[src/rtl/rd_ctrl_pkg.sv]
// Shared types and helpers for the burst packet read controller.
package rd_ctrl_pkg;

  typedef enum logic [1:0] {
    IDLE,
    ISSUE,
    DRAIN,
    FINISH
  } rd_state_e;

  // Length of the next burst: whatever is left, capped at the burst limit.
  function automatic int unsigned min_len(input longint unsigned rem,
                                          input int unsigned burst_max);
    return (rem < 64'(burst_max)) ? 32'(rem) : burst_max;
  endfunction

endpackage

[src/rtl/rd_ctrl_credit.sv]
// Outstanding-word counter; grants a launch only if the burst fits in the
// remaining read credit.
module rd_ctrl_credit #(
  parameter int unsigned OUTST_MAX = 16,
  parameter int unsigned LEN_W     = 4
) (
  input  logic             clk,
  input  logic             reset,
  input  logic             add,
  input  logic [LEN_W-1:0] add_len,
  input  logic             sub,
  input  logic [LEN_W-1:0] req_len,
  output logic             credit_ok,
  output logic             outst_zero
);

  localparam int unsigned CNT_W = $clog2(OUTST_MAX + 1);

  logic [CNT_W-1:0] outst_q, outst_d;
  logic [CNT_W:0]   need;

  always_comb begin
    outst_d = outst_q;
    if (add) outst_d = outst_d + CNT_W'(add_len);
    if (sub && (outst_q != '0 || add)) outst_d = outst_d - CNT_W'(1);
    need      = {1'b0, outst_q} + (CNT_W+1)'(req_len);
    credit_ok = need <= (CNT_W+1)'(OUTST_MAX);
  end

  assign outst_zero = (outst_q == '0);

  always_ff @(posedge clk) begin
    if (reset) outst_q <= '0;
    else       outst_q <= outst_d;
  end

endmodule

[src/rtl/rd_ctrl_burst.sv]
// Packet read controller: fetches [pkt_begin, pkt_end) with pipelined
// Avalon-MM burst reads and pushes every returned word into the capture FIFO.
module rd_ctrl_burst
  import rd_ctrl_pkg::*;
#(
  parameter int unsigned DATA_W    = 32,
  parameter int unsigned ADDR_W    = 32,
  parameter int unsigned BURST_MAX = 8,
  parameter int unsigned OUTST_MAX = 16,
  parameter int unsigned BYTES     = DATA_W / 8
) (
  input  logic                         clk,
  input  logic                         reset,
  input  logic                         rd_ctrl,
  input  logic                         abort,
  input  logic [ADDR_W-1:0]            pkt_begin,
  input  logic [ADDR_W-1:0]            pkt_end,
  input  logic                         almost_full,
  output logic                         rd_ctrl_rdy,
  output logic                         done,
  output logic                         err,
  output logic [ADDR_W-1:0]            words_read,
  output logic [DATA_W-1:0]            fifo_in,
  output logic                         fifo_wr,
  output logic [ADDR_W-1:0]            address,
  output logic                         read,
  output logic [$clog2(BURST_MAX):0]   burstcount,
  input  logic                         waitrequest,
  input  logic [DATA_W-1:0]            readdata,
  input  logic                         readdatavalid
);

  localparam int unsigned BC_W  = $clog2(BURST_MAX) + 1;
  localparam int unsigned LSB_W = $clog2(BYTES);

  rd_state_e         state_q, state_d;
  logic [ADDR_W-1:0] addr_q, addr_d;
  logic [ADDR_W-1:0] rem_q, rem_d;
  logic [ADDR_W-1:0] words_q, words_d;
  logic              abort_seen_q, abort_seen_d;
  logic              read_q, read_d;
  logic [BC_W-1:0]   bc_q, bc_d;
  logic [DATA_W-1:0] fifo_in_q, fifo_in_d;
  logic              fifo_wr_q, fifo_wr_d;
  logic              err_q, err_d;

  logic              busy, abort_now, accept, rdv, bad_cmd;
  logic              credit_ok, outst_zero;
  logic [BC_W-1:0]   len;
  logic [ADDR_W-1:0] span;

  rd_ctrl_credit #(
    .OUTST_MAX (OUTST_MAX),
    .LEN_W     (BC_W)
  ) u_credit (
    .clk        (clk),
    .reset      (reset),
    .add        (accept),
    .add_len    (bc_q),
    .sub        (rdv),
    .req_len    (len),
    .credit_ok  (credit_ok),
    .outst_zero (outst_zero)
  );

  always_comb begin
    busy      = (state_q == ISSUE) || (state_q == DRAIN);
    // An abort in the same cycle as a returning word already drops that word.
    abort_now = abort_seen_q | (busy & abort);
    accept    = read_q & ~waitrequest;
    rdv       = busy & readdatavalid;
    len       = BC_W'(min_len(64'(rem_q), BURST_MAX));
    span      = pkt_end - pkt_begin;
    bad_cmd   = (pkt_end < pkt_begin)
             || ((pkt_begin & ADDR_W'(BYTES - 1)) != '0)
             || ((pkt_end   & ADDR_W'(BYTES - 1)) != '0);

    state_d      = state_q;
    addr_d       = addr_q;
    rem_d        = rem_q;
    words_d      = words_q;
    abort_seen_d = abort_seen_q;
    read_d       = read_q;
    bc_d         = bc_q;
    err_d        = 1'b0;
    fifo_wr_d    = rdv & ~abort_now;
    fifo_in_d    = fifo_wr_d ? readdata : fifo_in_q;
    if (fifo_wr_d) words_d = words_q + ADDR_W'(1);

    case (state_q)
      IDLE: begin
        if (rd_ctrl) begin
          if (bad_cmd) begin
            err_d = 1'b1;
          end else begin
            addr_d       = pkt_begin;
            rem_d        = span >> LSB_W;
            words_d      = '0;
            abort_seen_d = 1'b0;
            state_d      = (span == '0) ? FINISH : ISSUE;
          end
        end
      end
      ISSUE: begin
        abort_seen_d = abort_now;
        // Address, burstcount and read stay registered until accepted, so a
        // stalled request is never withdrawn by almost_full or abort.
        if (accept) begin
          addr_d = addr_q + (ADDR_W'(bc_q) << LSB_W);
          rem_d  = rem_q - ADDR_W'(bc_q);
          read_d = 1'b0;
          bc_d   = '0;
          if (rem_d == '0 || abort_now) state_d = DRAIN;
        end else if (!read_q) begin
          if (rem_q == '0 || abort_now) begin
            state_d = DRAIN;
          end else if (!almost_full && credit_ok) begin
            read_d = 1'b1;
            bc_d   = len;
          end
        end
      end
      DRAIN: begin
        abort_seen_d = abort_now;
        if (outst_zero) state_d = FINISH;
      end
      FINISH:  state_d = IDLE;
      default: state_d = IDLE;
    endcase
  end

  always_ff @(posedge clk) begin
    if (reset) begin
      state_q      <= IDLE;
      addr_q       <= '0;
      rem_q        <= '0;
      words_q      <= '0;
      abort_seen_q <= 1'b0;
      read_q       <= 1'b0;
      bc_q         <= '0;
      fifo_in_q    <= '0;
      fifo_wr_q    <= 1'b0;
      err_q        <= 1'b0;
    end else begin
      state_q      <= state_d;
      addr_q       <= addr_d;
      rem_q        <= rem_d;
      words_q      <= words_d;
      abort_seen_q <= abort_seen_d;
      read_q       <= read_d;
      bc_q         <= bc_d;
      fifo_in_q    <= fifo_in_d;
      fifo_wr_q    <= fifo_wr_d;
      err_q        <= err_d;
    end
  end

  assign rd_ctrl_rdy = (state_q == IDLE);
  assign done        = (state_q == FINISH);
  assign err         = err_q;
  assign words_read  = words_q;
  assign fifo_in     = fifo_in_q;
  assign fifo_wr     = fifo_wr_q;
  assign address     = addr_q;
  assign read        = read_q;
  assign burstcount  = bc_q;

endmodule

[config.mk]
export PLATFORM = sky130hd
export DESIGN_NAME = rd_ctrl_burst
export DESIGN_NICKNAME = d
export VERILOG_FILES = /design/src/rtl/rd_ctrl_pkg.sv /design/src/rtl/rd_ctrl_credit.sv /design/src/rtl/rd_ctrl_burst.sv
export SDC_FILE = /design/constraint.sdc
export NUM_CORES = 1
export LEC_CHECK = 0
export CORE_MARGIN = 4
export CORE_UTILIZATION = 65
export DETAILED_ROUTE_END_ITERATION = 12
export DONT_BUFFER_PORTS = 1
export PLACE_DENSITY = 0.81
export SLEW_MARGIN = 20
export SYNTH_ARGS = -nofsm -noshare
export SYNTH_HDL_FRONTEND = slang
export SYNTH_SLANG_ARGS = --single-unit
export TNS_END_PERCENT = 20
[constraint.sdc]
create_clock -name clk -period 4.35 [get_ports clk]
set_input_delay 0.435 -clock clk [delete_from_list [all_inputs] [get_ports clk]]
set_output_delay 0.435 -clock clk [all_outputs]
set_load 0.02 [all_outputs]
### After elaboration in Yosys (flattened, before gate mapping)

Cells that the tools add are included.

* logic and storage cells: 104
* output and inout port bits: 105
* flip-flop bits (word level): 143

* reductions and logical operators: 26
* $lt $le $gt $ge: 3
* muxes and demuxes: 36
* $add $sub $neg: 7
* equal/unequal tests: 12
* bitwise gates (word level): 9

Operators by type and width (number)
* $mux W32: 10
* $pmux W32 S2: 2
* $logic_not A32 Y1: 3
* $reduce_bool A32 Y1: 2
* $add A32 B1 Y32 const B: 1
* $add A32 B6 Y32: 1
* $lt A32 B32 Y1: 1
* $lt A32 B4 Y1 const B: 1
* $sub A32 B32 Y32: 1
* $sub A32 B4 Y32: 1
* $mux W4: 5
* $mux W2: 8
* $mux W5: 2
* $pmux W2 S4: 1
* $reduce_and A4 Y1: 2
* $mux W1: 7
* $add A5 B4 Y6: 1
* $le A6 B5 Y1 const B: 1
* $logic_or A1 B1 Y1: 6
* $ne A2 B1 Y1 const B: 3
* $ne A2 B2 Y1 const B: 3
* $reduce_and A6 Y1: 1
* $reduce_bool A2 Y1: 3
* $add A5 B4 Y5: 1
* other kinds (18): 26

### Depth between registers and ports, before layout

* depth in word-level cells: 10
* depth in mapped cells: 18
* gate-level depth less buffers: 17

### By module

A second synthesis with hierarchy kept.

* cells, all modules: 1321
* area total of the unflattened synthesis: 9978.3 µm²

Modules (own cells, without submodules)
* rd_ctrl_burst: area each 9355.2 µm², cells an instance 1256, times used 1, seq. area each 2762.6 µm²
* rd_ctrl_credit: area each 623.1 µm², cells an instance 65, times used 1, seq. area each 100.1 µm²

### Worst setup path before layout

No wires, ideal clock.

* path kind: register to register
* from: register rem_q[24]
* to: register bc_q[3] (netlist: burstcount[3])
* library setup time: 0.128 ns
* arrival time: 3.541 ns
* path slack: 0.681 ns
* stages on the path, launching flop included: 18
* path buffers: 1
* cells stage by stage: dfxtp_1 clkbuf_1 or4_1 or2_1 nor4_2 inv_1 nor2_1 ha_1 inv_1 fa_1 nand2b_1 o32ai_1 a21oi_1 a31oi_1 o21ai_0 nor2_1 mux2i_1 nor2_1

* word-level cells in the longest chain between the ends: 7
* elaborated cells between the ends (all ways): 14
* those cells by class: add/sub: 1; order compare: 2; eq/ne: 1; mux: 5; reduce/logical: 5

Ends and longest elaborated chain
* start: declaration: RTL line rd_ctrl_burst.sv:38 `logic [ADDR_W-1:0] rem_q, rem_d;`
* start signal: assignment: RTL line rd_ctrl_burst.sv:147 `rem_q <= rem_d;`
* $lt A32 B4 Y1: RTL line rd_ctrl_pkg.sv:14 `return (rem < 64'(burst_max)) ? 32'(rem) : burst_max;`
* $mux W4: RTL line rd_ctrl_pkg.sv:14
* $add A5 B4 Y6: RTL line rd_ctrl_credit.sv:26 `need = {1'b0, outst_q} + (CNT_W+1)'(req_len);`
* $le A6 B5 Y1: RTL line rd_ctrl_credit.sv:27 `credit_ok = need <= (CNT_W+1)'(OUTST_MAX);`
* $logic_and A1 B1 Y1: RTL line rd_ctrl_burst.sv:117 `end else if (!almost_full && credit_ok) begin`
* $reduce_bool A2 Y1 (no line)
* $reduce_and A4 Y1 (no line)
* end signal: assignment: RTL line rd_ctrl_burst.sv:140 `bc_q <= '0;`
* end signal: assignment: RTL line rd_ctrl_burst.sv:151 `bc_q <= bc_d;`
* end: declaration: RTL line rd_ctrl_burst.sv:42 `logic [BC_W-1:0] bc_q, bc_d;`

Several ways; a longest one is shown, not always the timed one. The select of a mux whose other input is x is not followed.
A chain may end at the register's enable or synchronous reset.

### Final worst setup path

* from: register rem_q[12]
* to: register bc_q[3] (netlist: burstcount[3])

Same word-level chain as after synthesis.

==> results.json <==
{
  "outcome": "finished clean",
  "antenna_found_initial": 0,
  "clkLatencyLatePin_ps": 420,
  "worst_slew_pin_slew_ps": 802,
  "die_h_um": 133,
  "period_needed_ps": 4000,
  "grt_max_degree": 114,
  "yosysTopAreaCell": "dfxtp_1",
  "rr_worst_depth": 16,
  "synth_edf_count": 0,
  "drt-pass1-iter-count": 5,
  "hold_viol": 0,
  "syn_area_sq_um": 10100,
  "core_area_sq_um": 15300,
  "path_clk_slew_ps": 70,
  "worst_ep_required_time_ps": 4660,
  "fin_crit_sh_pct": 91.9,
  "via_per_inst": 6.27,
  "avgSynthCellArea_sq_um": 7.38,
  "final_area_sq_um": 10900,
  "routed_wl_mm": 28.1,
  "place.gp.congestion": 0.962,
  "whs_path_depth": 1,
  "endpoint_kind": "flip-flop",
  "crit_type": "reg -> reg",
  "initial_core_util_pct": 66.4,
  "grt_pass1_wl_mm": 45.6,
  "cts.sinks": 143,
  "clk_path_buf_depth": 2,
  "crit_path_start_kind": "flip-flop",
  "place_area_sq_um": 10300,
  "skew_ps": 11.6,
  "grtUsageTotal_pct": 30.6,
  "cts_tree": "done",
  "rsz0062_at_grt": "false",
  "fp.dieArea_sq_um": 17700,
  "p_leak_uw": 0.00417,
  "cp.arrival_ps": 4310,
  "ys_types": 85,
  "area_delta_synth_final_pct": 7.73,
  "final_antenna_net_count": 0,
  "synthFlopType": "dfxtp_1",
  "timing.rr.start": "rem_q[12]$_SDFFE_PP0P_",
  "synth_warnings": 0,
  "maxCapViolCount": 0,
  "r2r_end": "burstcount[3]$_SDFFE_PP0P_",
  "vias": 9799,
  "syn_inst": 1374,
  "cts_buffers": 17,
  "dp.final_hpwl_mm": 20.6,
  "hp-class": "in -> reg",
  "die_w_um": 133,
  "p_per_area_nw_per_um2": 520,
  "setup_tns_ps": 0,
  "dp_cells": 1531,
  "htreeDepth": 4,
  "ys_seq_elements": 143,
  "num-nets-final": 1502,
  "synth_area_leaders": "dfxtp_1, a21oi_1, ha_1",
  "synth_top_area_share_pct": 28.2,
  "root_buffer": "clkbuf_16",
  "drt_iter0_drc": 647,
  "async_flop_share_pct": 0,
  "grt_pass1_vias": 9247,
  "n_antenna_cell": 0,
  "setup_viol": 0,
  "wl_per_cell_um": 17.9,
  "rows": 45,
  "ys_seq_area_share_pct": 28.2,
  "cp_max_fo": 11,
  "maxSlewViolCount": 0,
  "finalNonFillerCells": 1563,
  "fmax_mhz": 250,
  "port_buffers": 0,
  "ir_worst_vdd_mv": 0.381,
  "gr-total-overflow": 0,
  "route.detailed.drc": 0,
  "hold_start": "reset",
  "syn_nets": 1537,
  "drive_above_1_share_pct": 5.84,
  "hold_end": "address[4]$_SDFFE_PP0P_",
  "slew_headroom_pct": 46.0,
  "r2r_slack_ps": 350,
  "boundaryPins": 208
}
## logic make-up after synthesis
| family | count (synthesis) | synth area share [%] |
|---|---|---|
| and+or+nand+nor | 564 | 27.3 |
| AOI/OAI and AO/OA | 393 | 24.5 |
| DFF | 143 | 28.2 |
| buffers and inverters | 135 | 5.23 |
| xor gates and xnor gates | 66 | 5.70 |
| adders and majority gates | 60 | 7.78 |
| muxes | 13 | 1.32 |
## registers in the layout, summed over array words and instances, names as in the netlist, 2 cells and up
register	count
burstcount	4
state_q	2
rem_q	32
address	32
fifo_in	32
words_read	32
u_credit.outst_q	5
## per-layer routing
layer  GRT usage (%)  up-vias  share of wire (%)
li1                -     4846                  -
met1            39.8     4533                 42
met2            49.7      375                 47
met3            8.75       45                9.1
met4            8.66        0                1.9
met5               0        -                  0
## layout by cell type, fill, tap and decap left out, drive strengths merged, types with 11 or more instances in the layout
cell	Yosys	layout
nand2b	11	11
a31oi	12	12
nand3	37	37
nand2	181	181
a21o	20	20
inv	68	77
o211ai	12	12
dfxtp	143	143
clkbuf	49	17
xnor2	31	31
nor3	47	47
a21oi	146	146
nor2	143	143
a22oi	20	20
and2	18	18
nor4	18	18
or3	12	12
a211oi	25	25
and3	19	19
o21ai	79	79
o21a	11	11
nor2b	17	17
ha	55	55
xor2	35	35
buf	18	13
nand4	15	15
## critical path, cell delays in order (launching register included)
cell      delay, ps
dfxtp_1         430
nor4_4          420
nand4_1         240
nor4_2          470
inv_1           140
nor2_1          200
ha_1            210
inv_1            60
fa_1            470
nand2b_1         70
o32ai_1         260
a21oi_1          90
a31oi_1         150
o21ai_1         150
nor2_1          250
mux2i_1         220
nor2_1           50
## layout make-up
cell class	count	area, sq um
clock buffers	17	425
clock inverters	15	236
fillers	1253	4340
inverters	68	255
multi-input cells	1096	6770
flip-flops and latches	143	2860
well taps	211	264
repair buffers	13	110
## stage by stage
stage	util (%)	hold WS (ps)	power (uW)	setup slack (ps)
final	71.6	113	5680	354
after floorplan	-	459	3490	681
after global routing	71.6	75.0	6010	17.8
after global placement	67.2	469	3950	492
after CTS	71.6	60.1	5650	323
after detailed placement	67.2	475	3990	344
## worst max-delay path by stage
stage	end	slack [ps]	start
finish	burstcount[3]$_SDFFE_PP0P_	350	rem_q[12]$_SDFFE_PP0P_
global route	burstcount[3]$_SDFFE_PP0P_	20	rem_q[12]$_SDFFE_PP0P_
CTS	burstcount[3]$_SDFFE_PP0P_	320	rem_q[12]$_SDFFE_PP0P_
detailed placement	burstcount[3]$_SDFFE_PP0P_	340	rem_q[12]$_SDFFE_PP0P_
global placement	burstcount[3]$_SDFFE_PP0P_	490	rem_q[12]$_SDFFE_PP0P_
floorplan	burstcount[3]$_SDFFE_PP0P_	680	rem_q[24]$_SDFFE_PP0P_
## cell usage after synthesis (all sizes together) (19+ instances only)
cell / instances
o21ai: 79
nand2: 181
nor3: 47
and3: 19
a21o: 20
xnor2: 31
clkbuf: 49
nor2: 143
ha: 55
a22oi: 20
a211oi: 25
dfxtp: 143
inv: 68
nand3: 37
a21oi: 146
xor2: 35
## report_power, final
group / internal (uW) / switching (uW)
sequential: 1450 / 287
combinational: 866 / 1440
clock: 993 / 646
## repair_timing
action	CTS	global route
buffers inserted	0	0
gates resized for setup	0	1
hold buffers	0	0
endpoints found under the setup margin	0	4
No activity file was read; power rests on OpenSTA's default activity.
